`config.mk`:
```
export PLATFORM = sky130hd
export DESIGN_NAME = ysyx_22040759_id_queue
export DESIGN_NICKNAME = d
export VERILOG_FILES = /design/src/rtl/ysyx_22040759_id_queue.sv
export SDC_FILE = /design/constraint.sdc
export NUM_CORES = 1
export LEC_CHECK = 0
export BUFFER_PORTS_ARGS = -buffer_cell sky130_fd_sc_hd__buf_2
export CAP_MARGIN = 30
export CORE_MARGIN = 3
export CORE_UTILIZATION = 40
export CTS_BUF_LIST = sky130_fd_sc_hd__clkbuf_2 sky130_fd_sc_hd__clkbuf_4 sky130_fd_sc_hd__clkbuf_8
export CTS_CLUSTER_SIZE = 8
export DETAILED_ROUTE_END_ITERATION = 10
export GPL_TIMING_DRIVEN = 0
export PLACE_DENSITY_LB_ADDON = 0.05
export RECOVER_POWER = 50
export SLEW_MARGIN = 20
export SYNTH_ARGS = -nofsm -noshare
export SYNTH_HDL_FRONTEND = slang
export SYNTH_SLANG_ARGS = --single-unit
```
`constraint.sdc`:
```
create_clock -name clk -period 9.9 [get_ports clk]
set_input_delay 0.495 -clock clk [delete_from_list [all_inputs] [get_ports clk]]
set_output_delay 0.495 -clock clk [all_outputs]
set_load 0.1 [all_outputs]
```
`src/rtl/ysyx_22040759_id_queue.sv`:
```
// Decode-front instruction queue: circular FIFO head with load-use stall and forwarding selects.
// Optional zero-latency bypass of an empty queue when ID_QUEUE_BYPASS_EN is defined.
module ysyx_22040759_id_queue #(
    parameter int DEPTH = 4,
    parameter int PC_W  = 64
) (
    input  logic                    clk,
    input  logic                    rst,
    input  logic                    fs_to_ds_valid,
    input  logic [32+PC_W-1:0]      fs_to_ds_bus,
    output logic                    ds_allowin,
    input  logic                    es_allowin,
    output logic                    ds_to_es_valid,
    output logic [31:0]             ds_inst,
    output logic [PC_W-1:0]         ds_pc,
    output logic [4:0]              rs1,
    output logic [4:0]              rs2,
    output logic [4:0]              rd,
    input  logic                    es_wen,
    input  logic                    es_is_load,
    input  logic [4:0]              es_rd,
    input  logic                    ms_wen,
    input  logic [4:0]              ms_rd,
    output logic [1:0]              fwd_a_sel,
    output logic [1:0]              fwd_b_sel,
    input  logic                    flush,
    output logic [$clog2(DEPTH):0]  count
);
    localparam int AW = $clog2(DEPTH);
    localparam int BW = 32 + PC_W;
    localparam logic [31:0] NOP = 32'h0000_0013;

    logic [BW-1:0] mem_q [DEPTH];
    logic [AW-1:0] rd_ptr_q, rd_ptr_d, wr_ptr_q, wr_ptr_d;
    logic [AW:0]   count_q, count_d;

    logic          byp, head_valid, load_use, push, pop, push_store, pop_store;
    logic [BW-1:0] head_bus;

    always_comb begin
        byp = 1'b0;
`ifdef ID_QUEUE_BYPASS_EN
        byp = (count_q == '0) && fs_to_ds_valid && !flush;
`endif
        head_valid = byp || (count_q != '0);
        head_bus   = byp ? fs_to_ds_bus : mem_q[rd_ptr_q];
        ds_inst    = head_valid ? head_bus[BW-1:PC_W] : NOP;
        ds_pc      = head_valid ? head_bus[PC_W-1:0] : '0;
        rs1        = ds_inst[19:15];
        rs2        = ds_inst[24:20];
        rd         = ds_inst[11:7];

        // rs2 is compared for every format; a spurious stall is cheaper than decoding here
        load_use = es_is_load && es_wen && (es_rd != 5'd0) && (es_rd == rs1 || es_rd == rs2);

        fwd_a_sel = 2'd0;
        if (rs1 != 5'd0) begin
            if (es_wen && es_rd == rs1)      fwd_a_sel = 2'd1;
            else if (ms_wen && ms_rd == rs1) fwd_a_sel = 2'd2;
        end
        fwd_b_sel = 2'd0;
        if (rs2 != 5'd0) begin
            if (es_wen && es_rd == rs2)      fwd_b_sel = 2'd1;
            else if (ms_wen && ms_rd == rs2) fwd_b_sel = 2'd2;
        end

        ds_allowin     = (count_q != (AW+1)'(DEPTH));
        ds_to_es_valid = head_valid && !load_use && !flush;
        push           = fs_to_ds_valid && ds_allowin && !flush;
        pop            = ds_to_es_valid && es_allowin;
        // a bypassed head lives only on the input bus: consumed means never stored
        push_store     = push && !(byp && pop);
        pop_store      = pop && !byp;

        rd_ptr_d = rd_ptr_q + AW'(pop_store);
        wr_ptr_d = wr_ptr_q + AW'(push_store);
        count_d  = count_q + (AW+1)'(push_store) - (AW+1)'(pop_store);
        if (flush) begin
            rd_ptr_d = '0;
            wr_ptr_d = '0;
            count_d  = '0;
        end
        count = count_q;
    end

    always_ff @(posedge clk) begin
        if (rst) begin
            rd_ptr_q <= '0;
            wr_ptr_q <= '0;
            count_q  <= '0;
        end else begin
            rd_ptr_q <= rd_ptr_d;
            wr_ptr_q <= wr_ptr_d;
            count_q  <= count_d;
        end
    end

    always_ff @(posedge clk) begin
        if (!rst && push_store) mem_q[wr_ptr_q] <= fs_to_ds_bus;
    end
endmodule

```
==> impl_metrics.csv, run 1 <==
group,metric,value,unit
run_status,run_status,"finished, final reports clean",
clock_network,htree_levels,3,
worst_hold_path,hp-class,"primary input to flop",
logic_synthesis,synth_top_cell_by_area,"edfxtp_1",
logic_synthesis,ys.flop_type,"edfxtp_1",
clock_network,clockBufferDepth,3,
clock_network,cts_tree,"built",
power,vdd_drop_max,0.00009775,V
drt,firstDrtPassIters,4,
drt,wl,34030,um
grt,grt_antenna_before_repair,6,
clock_network,clock_latency,0.60,ns
die,die_x,202.7,um
logic_synthesis,async_flop_share,0,%
logic_synthesis,synth_area_leaders,"edfxtp_1 75%, mux4_2 14%, and2_1 3.5%, dfxtp_1 0.91%, buf_4 0.82%",
finish,nNetsFinal,1196,
logic_synthesis,yosys_warnings,0,
sta,finalSetupViolCount,0,
critical_path,crit_required,9.41,ns
clock_network,cts_root_buf,"clkbuf_8",
die,design.core.area,0.03793,mm2
place,place_area,0.01775,mm2
critical_path,crit_type,"flop to primary output",
drt,vias,8075,
sta,rsz0062_at_grt,"false",
drt,drt-initial-drc-count,305,
place,gp_congestion,0.7431,
logic_synthesis,syn-num-nets,868,
critical_path,path_max_fanout,10,
die,io_pins,234,
sta,finalCritPeriodShare,39.82,%
finish,final_area,0.01875,mm2
sta,slew_headroom,15.46,%
critical_path,start_kind,"flop",
sta,hold_viol_final,0,
drt,vias_per_cell,4.957,
logic_synthesis,synth_top_area_share,74.51,%
sta,max_freq,253.7,MHz
die,die_h,202.7,um
logic_synthesis,synth_area_per_cell,20.61,um2
place,dp_hpwl,23160,um
sta,tightest_slew,1.257,ns
grt,grt_max_degree,42,
power,finalPower,3.446,mW
grt,grt_overflow,0,
logic_synthesis,synth_edf_count,384,
sta,fin_setup_tns,0,ns
finish,layout.cells.most_common,"edfxtp_1",
clock_network,cts_made_buffers,68,
flow_run,cap_violations,0,
sta,slew_viol_final,0,
die,design.die.area,0.04108,mm2
critical_path,cp.arrival,3.45,ns
clock_network,cts_sinks,391,
power,p_per_area,183.8,mW/mm2
grt,grt_pass1_vias,8946,
die,fp-row-count,71,
sta,finalCriticalPeriod,3.942,ns
clock_network,ctsHoldBuffers,0,
place,portBuffers,233,
drt,wl_per_cell,20.89,um
drt,ant_nets,0,
grt,grt_pass1_wl,52700,um
logic_synthesis,syn_inst,751,
clock_network,postCtsSetupBuffers,0,
critical_path,endpoint_kind,"primary output",
critical_path,worst-r2r-setup-slack,6.25,ns
logic_synthesis,synth_seq_area_share,75.42,%
finish,drive_gt1_share,34.56,%
clock_network,cts.clk_slew.worst_paths,0.06,ns
worst_hold_path,whs_path_depth,1,
logic_synthesis,ys_ff_latch,391,
finish,final_util,49.43,%
logic_synthesis,netlist_area,0.01547,mm2
critical_path,r2r_cells,8,
drt,post-route-drc-count,0,
finish,syn_to_final_growth,21.16,%
clock_network,post_cts_resized,0,
grt,track_usage,16.87,%
sta,fin_skew,0.01718,ns
power,p_leak,6.384,nW
logic_synthesis,synth.distinct_cells,49,
finish,final_cell_mix,"384 x edfxtp_1, 145 x buf_2, 121 x clkbuf_1",
die,start_util,40.80,%
[critical path, stage by stage (launching register included)]
cell     delay, ns
dfxtp_1       0.33
buf_6         0.16
buf_4         0.21
buf_2         0.35
buf_2         0.46
buf_4         0.33
mux4_2        0.53
and2_1        0.19
buf_2         0.29
[power by group]
part / switching [mW] / internal, mW
clock network: 0.604 / 0.698
logic: 0.238 / 0.0655
registers: 0.00401 / 1.84
total: 0.846 / 2.60
[worst paths after layout]
check                       to        startpoint
setup / recovery     ds_pc[52]       rd_ptr_q[0]
hold / removal    mem_q[3][41]  fs_to_ds_bus[41]
setup reg to reg   mem_q[0][3]          count[1]
hold reg to reg    wr_ptr_q[1]       wr_ptr_q[1]
[flip-flops by register name (all words and copies together) (netlist names)]
signal,cells
wr_ptr_q,2
count,3
rd_ptr_q,2
mem_q,384
[layer usage]
layer | up-vias | part of all wire, % | track usage (%)
met4 | 10 | 1.7 | 5.370
met1 | 4127 | 43 | 21.95
met3 | 55 | 6.3 | 5.051
met5 | - | 0.22 | 0
met2 | 221 | 49 | 27.53
li1 | 3662 | - | -
[layout make-up]
class / instances / area, um2
antenna: 1 / 2.502
tap: 511 / 639.4
buffer: 50 / 290.3
inverter: 13 / 48.80
timing repair buffer: 258 / 1446
sequential: 391 / 11670
clock inverter: 24 / 116.4
fill: 3271 / 19180
multi-input combinational: 297 / 3472
clock buffer: 84 / 1062
[stage by stage]
step	setup slack [ns]	hold WS, ns	cells
floorplan	1.717	0.5612	751
global placement	-1.746	0.5942	1495
detailed placement	6.469	0.6271	1520
CTS	5.796	0.04094	1628
global route	5.671	0.1259	1629
finish	5.958	0.1481	1629
[cell usage after synthesis, types with 3 or more instances]
library cell,n
a21oi_1,3
and2_1,87
buf_2,12
buf_4,17
buf_6,3
clkbuf_1,16
dfxtp_1,7
edfxtp_1,384
inv_1,13
mux2_1,5
mux2_2,3
mux2i_1,4
mux4_2,93
nand2_1,16
nand2_2,3
nand3_1,3
nand4_1,4
nor2_1,17
nor3_1,4
nor4_1,4
o22ai_1,4
or2_1,3
or3_1,3
xnor2_1,9
xor2_1,6
[cells by family after synthesis]
kind of cell / Yosys count / synth area share [%]
xor+xnor: 15 / 0.8490
buf+inv: 63 / 2.191
mux: 107 / 14.62
fa+ha+maj: 3 / 0.2911
simple gates: 152 / 5.660
compound gates: 20 / 0.9703
flops: 391 / 75.42
Note: power is estimated with default switching activity, not from simulation.
==> run 2: changes to the inputs <==
==> constraint.sdc (replaced) <==
create_clock -name clk -period 3.5 [get_ports clk]
set_input_delay 0.175 -clock clk [delete_from_list [all_inputs] [get_ports clk]]
set_output_delay 0.175 -clock clk [all_outputs]
set_load 0.1 [all_outputs]
==> impl_metrics.csv, run 2 (same netlist as run 1, synthesis figures left out) <==
group,metric,value,unit
run_status,run_status,"complete, but fails checks",
run_status,violations,"capacitance limit, slew limit",
power,p_per_area,498.2,mW/mm2
critical_path,cp.arrival,3.74,ns
finish,nNetsFinal,1294,
critical_path,endpoint_kind,"flop",
grt,grt_antenna_before_repair,2,
finish,drive_gt1_share,33.14,%
grt,grt_pass1_wl,53750,um
finish,syn_to_final_growth,28.57,%
place,place_inst,1521,
critical_path,crit_type,"flop to flop",
finish,largest-register,"mem_q",
sta,finalCriticalPeriod,3.279,ns
finish,final_cells,1739,
place,dp_hpwl,23210,um
drt,vias_per_cell,4.871,
worst_hold_path,hold_start,"es_allowin",
die,design.die.area,0.04108,mm2
critical_path,r2r_end,"count[2]",
sta,slew_viol_final,26,
die,start_util,40.80,%
drt,wl_per_cell,19.85,um
die,die_h,202.7,um
clock_network,cts_made_buffers,67,
critical_path,cpMaxStageDelayCell,"fa_1",
critical_path,r2r-start,"rd_ptr_q[1]",
clock_network,postCtsSetupBuffers,0,
sta,hold_viol_final,0,
clock_network,clockBufferDepth,3,
die,design.core.area,0.03793,mm2
critical_path,worst-path-buf-inv,3,
finish,layout.cells.most_common,"edfxtp_1",
clock_network,clock_latency,0.58,ns
clock_network,htree_levels,3,
drt,vias,8471,
power,finalPower,9.913,mW
finish,largest_reg_flops,384,
drt,post-route-drc-count,0,
grt,grt_overflow,0,
power,p_leak,6.841,nW
worst_hold_path,whs_path_depth,5,
critical_path,r2r_cells,14,
sta,finalCritPeriodShare,93.70,%
die,io_pins,234,
critical_path,critPathTopFamily,"adder cells",
sta,rsz0062_at_grt,"false",
grt,grt_max_degree,43,
critical_path,worst-r2r-setup-slack,0.22,ns
critical_path,cp_num_cells,14,
clock_network,cts_tree,"built",
finish,final_cell_mix,"384 x edfxtp_1, 139 x buf_2, 115 x clkbuf_1",
sta,max_freq,304.9,MHz
critical_path,crit_required,3.96,ns
sta,fin_skew,0.01289,ns
grt,grt_pass1_vias,9262,
drt,ant_nets,0,
place,gp_congestion,0.7367,
grt,track_usage,17.13,%
critical_path,path_max_fanout,10,
worst_hold_path,hp-class,"primary input to flop",
flow_run,cap_violations,1,
place,portBuffers,233,
clock_network,cts_sinks,391,
drt,drt-initial-drc-count,380,
finish,final_util,52.45,%
sta,finalSetupViolCount,0,
critical_path,cpMostUsedCell,"xnor2_1",
clock_network,cts_root_buf,"clkbuf_8",
sta,slew_headroom,-8.280,%
worst_hold_path,whs_endpoint,"rd_ptr_q[1]",
critical_path,start_kind,"flop",
clock_network,cts.clk_slew.worst_paths,0.06,ns
drt,firstDrtPassIters,5,
power,vdd_drop_max,0.0002773,V
die,fp-row-count,71,
sta,tightest_slew,1.624,ns
critical_path,path_cells,"buf_6 > buf_6 > clkbuf_4 > mux4_2 > a32oi_1 > nand4_1 > o21ai_2 > a21oi_2 > xnor2_1 > ha_1 > fa_1 > xnor2_1 > xnor2_1 > nor3_1",
critical_path,max_stage_delay,0.40,ns
drt,wl,34530,um
die,die_x,202.7,um
==> run 2: cell types whose count changed in the layout (fill, tap and decap cells not counted), moves of 3 or more <==
cell,delta
buf_2,-6
buf_4,+3
buf_6,+4
clkbuf_1,-6
clkbuf_2,+3
clkbuf_4,+9
clkinv_1,+8
dfxtp_1,-3
dlygate4sd3_1,+98
nor2_1,-3
nor2_4,+3
==> run 2: stage by stage <==
step           area (um2)  worst slack (ns)  setup TNS [ns]  hold slack (ns)
3_5_place_dp        17840            0.1152               0           0.3927
5_1_grt             19890          0.001117               0          0.08817
2_1_floorplan       15610            -1.139         -109.39           0.2442
6_report            19900            0.2206               0           0.1200
3_3_place_gp        17410            -3.490         -483.93           0.3916
4_1_cts             20040           0.01269               0          0.06724
==> run 2: what timing repair did <==
action	4_1_cts	5_1_grt
hold buffers	98	0
resized for setup	5	9
pin swaps	0	1
hold endpoints to repair	390	0
setup endpoints to repair	51	24
==> run 2: tightest hold or removal path, delay by kind of cell <==
family / cells / cell delay [ns]
and+or+nand+nor: 2 / 0.21
muxes: 1 / 0.12
buffers and inverters: 1 / 0.09
AOI/OAI and AO/OA: 1 / 0.05
==> run 2: worst max-delay path by stage <==
stage | start | endpoint | slack (ns)
floorplan | count[0] | mem_q[0][0] | -1.14
global placement | count[1] | mem_q[0][16] | -3.49
detailed placement | rd_ptr_q[1] | count[2] | 0.12
CTS | rd_ptr_q[1] | rd[4] | 0.01
global route | count[2] | ds_pc[1] | 0.001
finish | rd_ptr_q[1] | count[2] | 0.22
==> run 2: area by class of cell <==
class | instances | area, um2
tap | 511 | 639.4
multi-input combinational | 297 | 3555
clock buffer | 86 | 1071
clock inverter | 31 | 143.9
inverter | 13 | 48.80
antenna | 3 | 7.507
timing repair buffer | 357 | 2445
sequential | 391 | 11680
fill | 3228 | 18040
buffer | 50 | 306.5
==> run 2: per-layer routing <==
| layer | vias up | wire, um | track usage, % |
|---|---|---|---|
| met5 | - | 0 | 0 |
| met4 | 0 | 615 | 4.776 |
| met3 | 52 | 1635 | 4.217 |
| met2 | 223 | 17110 | 28.17 |
| met1 | 4323 | 15170 | 23.00 |
| li1 | 3873 | - | - |
==> run 2: where the power goes <==
part	leakage (nW)	internal, mW	switching (mW)
Sequential	3.53	5.19	0.0113
Clock	0.631	2.00	1.74
Combinational	2.68	0.262	0.704
Total	6.84	7.45	2.46
